**config.mk**
```make
export PLATFORM = sky130hd
export DESIGN_NAME = sisc_ctrl
export DESIGN_NICKNAME = d
export VERILOG_FILES = /design/src/rtl/sisc_pkg.sv /design/src/rtl/sisc_br_cond.sv /design/src/rtl/sisc_ctrl.sv
export SDC_FILE = /design/constraint.sdc
export NUM_CORES = 1
export LEC_CHECK = 0
export CAP_MARGIN = 20
export CORE_AREA = 2 2 39 41
export CTS_BUF_LIST = sky130_fd_sc_hd__clkbuf_8
export CTS_CLUSTER_SIZE = 28
export DETAILED_ROUTE_END_ITERATION = 16
export DIE_AREA = 0 0 41 43
export GPL_ROUTABILITY_DRIVEN = 0
export GPL_TIMING_DRIVEN = 0
export PLACE_DENSITY = 0.66
export SYNTH_ARGS = -nofsm -noshare
export SYNTH_HDL_FRONTEND = slang
export SYNTH_SLANG_ARGS = --single-unit
```
**constraint.sdc**
```tcl
create_clock -name clk -period 1.3 [get_ports clk]
set_input_delay 0.26 -clock clk [delete_from_list [all_inputs] [get_ports clk]]
set_output_delay 0.26 -clock clk [all_outputs]
set_load 0.02 [all_outputs]
```
**src/rtl/sisc_pkg.sv**
```systemverilog
// Shared definitions for the SISC control path: width defaults, FSM state
// encodings, opcode constants and ALU operation encodings.
package sisc_pkg;

  // Width defaults used by the modules that import this package.
  localparam int OPC_W_DEF    = 4;
  localparam int MM_W_DEF     = 4;
  localparam int ALU_OP_W_DEF = 2;

  // Controller states; the encoding is visible on the debug state port.
  typedef enum logic [2:0] {
    ST_START     = 3'd0,
    ST_FETCH     = 3'd1,
    ST_DECODE    = 3'd2,
    ST_EXECUTE   = 3'd3,
    ST_MEM       = 3'd4,
    ST_WRITEBACK = 3'd5,
    ST_HALT      = 3'd6
  } state_t;

  // Opcodes. HLT is all ones at the default opcode width; the controller
  // matches HLT as all ones at whatever width it is built with.
  localparam int OP_NOOP = 0;
  localparam int OP_LOD  = 1;
  localparam int OP_STR  = 2;
  localparam int OP_SWP  = 3;
  localparam int OP_BRA  = 4;
  localparam int OP_BRR  = 5;
  localparam int OP_BNE  = 6;
  localparam int OP_BNR  = 7;
  localparam int OP_ALU  = 8;
  localparam int OP_HLT  = 15;

  // ALU operation select values.
  localparam int ALU_ADD  = 0;  // register add
  localparam int ALU_ADDI = 1;  // immediate add
  localparam int ALU_ADR  = 2;  // address / swap path, register form
  localparam int ALU_ADRI = 3;  // address / swap path, immediate form

endpackage

```
**src/rtl/sisc_br_cond.sv**
```systemverilog
// Branch condition evaluation for the SISC controller.
// BRA/BRR branch when any masked status flag is set, or unconditionally
// when the mask is zero. BNE/BNR branch when no masked flag is set.
// Any other opcode is never taken.
module sisc_br_cond
  import sisc_pkg::*;
#(
  parameter int OPC_W = OPC_W_DEF,
  parameter int MM_W  = MM_W_DEF
) (
  input  logic [OPC_W-1:0] opcode,
  input  logic [MM_W-1:0]  mm,
  input  logic [MM_W-1:0]  stat,
  output logic             taken
);

  logic any_hit;

  // Decide whether the current branch opcode is taken.
  always_comb begin
    any_hit = |(stat & mm);
    taken   = 1'b0;
    if (opcode == OPC_W'(OP_BRA) || opcode == OPC_W'(OP_BRR)) begin
      taken = any_hit || (mm == '0);
    end else if (opcode == OPC_W'(OP_BNE) || opcode == OPC_W'(OP_BNR)) begin
      taken = !any_hit;
    end
  end

endmodule

```
**src/rtl/sisc_ctrl.sv**
```systemverilog
// SISC multi-cycle controller. Sequences each instruction through
// FETCH, DECODE, EXECUTE, MEM and WRITEBACK and decodes control strobes.
// Only the state is registered; every strobe is decoded combinationally
// from state, opcode, mm and stat.
// Optional feature: define CTRL_STALL_EN to add the mem_ready input, which
// holds LOD/STR in MEM until the data memory completes.
module sisc_ctrl
  import sisc_pkg::*;
#(
  parameter int OPC_W    = OPC_W_DEF,
  parameter int MM_W     = MM_W_DEF,     // status width equals MM_W
  parameter int ALU_OP_W = ALU_OP_W_DEF
) (
  input  logic                clk,
  input  logic                rst_f,
  input  logic [OPC_W-1:0]    opcode,
  input  logic [MM_W-1:0]     mm,
  input  logic [MM_W-1:0]     stat,
`ifdef CTRL_STALL_EN
  input  logic                mem_ready,
`endif
  output logic                ir_load,
  output logic                pc_write,
  output logic                br_sel,
  output logic                rf_we,
  output logic                rd_sel,
  output logic                dm_we,
  output logic                halted,
  output logic                wb_sel,
  output logic [ALU_OP_W-1:0] alu_op,
  output logic [2:0]          state
);

  state_t              state_reg;
  logic                is_lod;
  logic                is_str;
  logic                is_swp;
  logic                is_alu;
  logic                is_hlt;
  logic                imm;
  logic                taken;
  logic                mem_stall;
  logic [ALU_OP_W-1:0] alu_code;

  assign is_lod = (opcode == OPC_W'(OP_LOD));
  assign is_str = (opcode == OPC_W'(OP_STR));
  assign is_swp = (opcode == OPC_W'(OP_SWP));
  assign is_alu = (opcode == OPC_W'(OP_ALU));
  assign is_hlt = (opcode == '1);
  assign imm    = mm[MM_W-1];

`ifdef CTRL_STALL_EN
  // Only memory-touching instructions wait for the data memory.
  assign mem_stall = !mem_ready && (is_lod || is_str);
`else
  assign mem_stall = 1'b0;
`endif

  sisc_br_cond #(
    .OPC_W (OPC_W),
    .MM_W  (MM_W)
  ) u_br_cond (
    .opcode (opcode),
    .mm     (mm),
    .stat   (stat),
    .taken  (taken)
  );

  // State sequencing; reset wins over everything, including a stall and HALT.
  always_ff @(posedge clk) begin
    if (rst_f) begin
      state_reg <= ST_START;
    end else begin
      case (state_reg)
        ST_START:     state_reg <= ST_FETCH;
        ST_FETCH:     state_reg <= ST_DECODE;
        ST_DECODE:    state_reg <= is_hlt ? ST_HALT : ST_EXECUTE;
        ST_EXECUTE:   state_reg <= ST_MEM;
        ST_MEM:       state_reg <= mem_stall ? ST_MEM : ST_WRITEBACK;
        ST_WRITEBACK: state_reg <= ST_FETCH;
        ST_HALT:      state_reg <= ST_HALT;
        default:      state_reg <= ST_START;
      endcase
    end
  end

  assign state = state_reg;

  // ALU operation for the current instruction, driven from EXECUTE to WRITEBACK.
  always_comb begin
    alu_code = '0;
    if (is_alu) begin
      alu_code = imm ? ALU_OP_W'(ALU_ADDI) : ALU_OP_W'(ALU_ADD);
    end else if (is_lod || is_str || is_swp) begin
      alu_code = imm ? ALU_OP_W'(ALU_ADRI) : ALU_OP_W'(ALU_ADR);
    end
  end

  // Strobe decode; everything defaults low so NOOP and unknown opcodes are inert.
  always_comb begin
    ir_load  = 1'b0;
    pc_write = 1'b0;
    br_sel   = 1'b0;
    rf_we    = 1'b0;
    rd_sel   = 1'b0;
    dm_we    = 1'b0;
    halted   = 1'b0;
    wb_sel   = 1'b0;
    alu_op   = '0;
    case (state_reg)
      ST_FETCH: begin
        ir_load  = 1'b1;
        pc_write = 1'b1;   // br_sel stays 0: PC+1
      end
      ST_EXECUTE: begin
        alu_op = alu_code;
        if (taken) begin
          pc_write = 1'b1;
          br_sel   = 1'b1;
        end
      end
      ST_MEM: begin
        alu_op = alu_code;
        if (is_str) begin
          dm_we = 1'b1;    // held for as long as MEM is stalled
        end
        if (is_swp) begin
          rf_we  = 1'b1;   // first half of the swap writes the second register
          rd_sel = 1'b1;
        end
      end
      ST_WRITEBACK: begin
        alu_op = alu_code;
        if (is_alu || is_swp) begin
          rf_we = 1'b1;
        end
        if (is_lod) begin
          rf_we  = 1'b1;
          wb_sel = 1'b1;
        end
      end
      ST_HALT: begin
        halted = 1'b1;
      end
      default: begin
      end
    endcase
  end

endmodule

```
==> results.md <==
Clock network:
- The clock-pin slew reported for the worst setup and hold paths after clock tree synthesis is 30 ps.
- The clock passes through at most 2 buffers.
- The CTS tree is built.
- In this run, CTS created clock tree buffers numbering 3.
- The H-tree depth is 1.
- The quantity of hold-fixing buffers added after cts is 0.
- For this design, the sink count on the clock tree is 3.
- The tree is rooted in a sky130_fd_sc_hd__clkbuf_8.
- The clock reaches the later pin of the worst-skew pair after 210 ps.

Synthesis:
- By area the synthesized netlist is led by sky130_fd_sc_hd__dfxtp_1, sky130_fd_sc_hd__a211oi_2, sky130_fd_sc_hd__nor2_1.
- The part of the Yosys area used for sequential elements is 17.1%.
- The post-synthesis instance total is 42.
- The number of unique standard cell types used by synthesis is 28.
- The fraction of post-synthesis cell area in the top cell type by area is 17.1%.
- The number of warnings reported in the yosys synthesis log is 0.
- The number of register bits inferred by synthesis is 3.
- The post-synth net total is 56.
- The mean post-synth cell area is 8.37 µm².
- The cell type with the highest aggregate area in the netlist is sky130_fd_sc_hd__dfxtp_1.
- The synthesized area is 352 µm².

Detailed routing:
- The number of detailed-route iterations in the first pass is 2.
- The overall routed net length is 1.27 mm.
- The per-cell via count in the routed design is 5.12.
- Summing over every cut layer, the via total after detailed routing is 486.
- The remaining routing DRC violations is 0.
- The routed wirelength normalized by instance count is 13.4 µm.
- The number of DRC markers in iteration 0 is 6.
- The post-detailed-route count of antenna-violating nets is 0.

STA:
- The tightest hold path in the finished design has a slack of 517 ps.
- The count of endpoints failing hold in the final timing report is 0.
- The final setup violation count is 10.
- The normalized max-slew margin is 82.1%.
- The max-slew violation count came to 0.
- The final critical delay including setup and external delays is 1540 ps.
- The maximum clock frequency is 0.649 GHz.
- Setup repair after global routing could not meet its margin everywhere.
- The setup clock skew after layout is 0.0638 ps.
- The worst-case setup margin in the final layout is -241 ps.
- The final critical path takes up 119% of the cycle.
- The slew at the pin closest to its max-slew limit is 266 ps.
- After routing, the total negative slack on setup checks comes to -1730 ps.

Worst hold path:
- The count of cells along the worst hold path is 3.
- The kind of path behind the tightest hold check is in2reg.

Critical path:
- The cell that appears most often on the critical path is sky130_fd_sc_hd__buf_6.
- STA puts the critical path data required time at 1040 ps.
- Grouping stages by cell kind, the critical path spends the most delay in flip-flops.
- Traced cell by cell, the critical path runs through nor2b_4 > buf_6 > nand3_2 > a211oi_4 > buf_6.
- In this run the number of cells on the critical path is 5.
- The slowest stage of the critical path belongs to the cell sky130_fd_sc_hd__dfxtp_4.
- Together, buffers and inverters on the worst path number 2.
- The startpoint class of the critical path is a flip-flop.
- The setup path with the least slack is of type reg2out.
- In this run the worst path has a maximum fanout of 5.
- The highest cell delay on the worst timing path is 350 ps.
- The worst setup path is captured at an output port.
- Data arrives at the worst endpoint at 1280 ps.
- The number of cells on the worst reg-to-reg path is 5.

Place:
- The total half-perimeter wirelength after legalization and detailed placement is 878 µm.
- During placement, the flow inserted port buffers numbering 26.
- After detailed placement, the design holds a cell count of 84.
- The setup slack at placement is -1190 ps.

Finish:
- The library cell used most frequently in the layout, excluding fill and tap cells, is sky130_fd_sc_hd__buf_6.
- 0 antenna diodes ended up in the layout.
- The layout has 135 filler cells.
- Of the cells placed in the final design, the portion with a size suffix greater than 1 is 70.9%.
- In the layout the commonest cells are sky130_fd_sc_hd__buf_6, sky130_fd_sc_hd__buf_4, sky130_fd_sc_hd__buf_2.
- From synthesis to final layout, the design area changed by 147%.
- The net count of the finished layout is 94.
- The area occupied by registers is 71.3 µm².
- The flip-flop count of the largest register after layout is 3.
- The area of the multi-input gates is 414 µm².
- The count of cells in the finished layout, fillers not included, comes to 95.

GRT:
- The via count of the first global-routing pass was 470.
- The remaining global-route overflow is 0.
- The wire length of the first global-routing pass is 1.93 mm.
- Entering global routing, the biggest net connects 10 pins.
- Global routing used 16.2% of the available tracks across all layers.
- The number of antenna violations at the first check in global routing is 0.

Floorplan:
- The I/O pin total is 27.
- The area of the placeable core is 1380 µm².
- Measured along the y axis, the die boundary spans 43 µm.
- The floorplan die area is 1760 µm².
- From left edge to right edge, the die measures 41 µm.
- The count of standard-cell rows is 14.
- The initial utilization of the core area, before any placement, comes to 25.4%.

Power and ir drop:
- The power density over the cells is 751 nW/µm².
- VDD sags by at most 0.690 mV.
- The analysis attributes to cell leakage a power of 0.000356 µW.
- The design draws 651 µW.

Run status:
- The checks that failed: setup timing.
- The flow ran to the end, but the final reports show violations.

Job:
- The max-capacitance violation count is 0.
[worst register-to-register path, stage by stage, from the launching register on]
cell,delay [ps]
sky130_fd_sc_hd__dfxtp_4,340
sky130_fd_sc_hd__nor2b_4,140
sky130_fd_sc_hd__buf_6,130
sky130_fd_sc_hd__buf_6,110
sky130_fd_sc_hd__and2_4,150
sky130_fd_sc_hd__o21ba_2,190
[synthesized netlist by cell type]
cell type                  instances
sky130_fd_sc_hd__and4bb_1          1
sky130_fd_sc_hd__inv_1             1
sky130_fd_sc_hd__mux2i_1           1
sky130_fd_sc_hd__a211oi_2          2
sky130_fd_sc_hd__and3_1            1
sky130_fd_sc_hd__and3b_1           1
sky130_fd_sc_hd__o21ai_0           1
sky130_fd_sc_hd__nor2_1            5
sky130_fd_sc_hd__or3b_1            1
sky130_fd_sc_hd__nor4b_2           1
sky130_fd_sc_hd__nand2_1           4
sky130_fd_sc_hd__nand3_1           1
sky130_fd_sc_hd__and4b_1           1
sky130_fd_sc_hd__nand4b_1          1
sky130_fd_sc_hd__a21oi_1           1
sky130_fd_sc_hd__nor4_1            2
sky130_fd_sc_hd__and2_1            2
sky130_fd_sc_hd__xor2_1            1
sky130_fd_sc_hd__and4bb_4          1
sky130_fd_sc_hd__o211ai_1          1
sky130_fd_sc_hd__nor2b_4           1
sky130_fd_sc_hd__o41ai_1           1
sky130_fd_sc_hd__a41oi_1           2
sky130_fd_sc_hd__nor2b_1           1
sky130_fd_sc_hd__nor3_1            1
sky130_fd_sc_hd__dfxtp_1           3
sky130_fd_sc_hd__o21ba_2           1
sky130_fd_sc_hd__a22oi_1           2
[kinds of logic (layout without fill, tap and decap cells)]
group,after synthesis,in the layout,synth area share [%]
AOI/OAI and AO/OA,11,11,26.7
xor gates and xnor gates,1,1,2.49
buffers and inverters,1,38,1.07
DFF,3,3,17.1
muxes,1,1,2.85
and+or+nand+nor,25,25,49.8
[per-stage QoR]
stage | utilization (%) | area [µm²]
4_1_cts | 59.1 | 818
3_3_place_gp | 50.0 | 692
3_5_place_dp | 50.0 | 692
2_1_floorplan | - | 412
5_1_grt | 62.7 | 867
6_report | 62.7 | 867
[cell type report]
cell class | count | share of cell area (%)
timing repair buffer | 33 | 35.5
clock inverter | 1 | 0.433
multi-input combinational | 38 | 47.8
inverter | 1 | 1.01
tap | 16 | 2.31
sequential | 3 | 8.23
clock buffer | 3 | 4.76
[worst paths after layout]
path         slack, ps       from        to
max reg2reg        140   state[0]  state[1]
max               -240   state[0]    br_sel
min reg2reg        530   state[2]  state[2]
min                520  opcode[1]  state[2]
[where the power goes]
part	internal (µW)	total, µW	switching, µW
logic	144	276	132
clock network	201	258	57.7
registers	101	117	16.4
total	446	651	206
[repair_timing]
item / in CTS / in global routing
setup buffers: 4 / 4
setup endpoints to repair: 13 / 10
pin swaps: 11 / 9
endpoints found under the hold margin: 0 / 0
resized for setup: 113 / 19
[per-layer routing]
metal  track usage (%)  share of wire, %
met5                 0                 0
met3              5.24               6.4
met2              25.0                55
met4              8.00                 0
met1              19.1                39
Note: power is estimated with default switching activity, not from simulation.
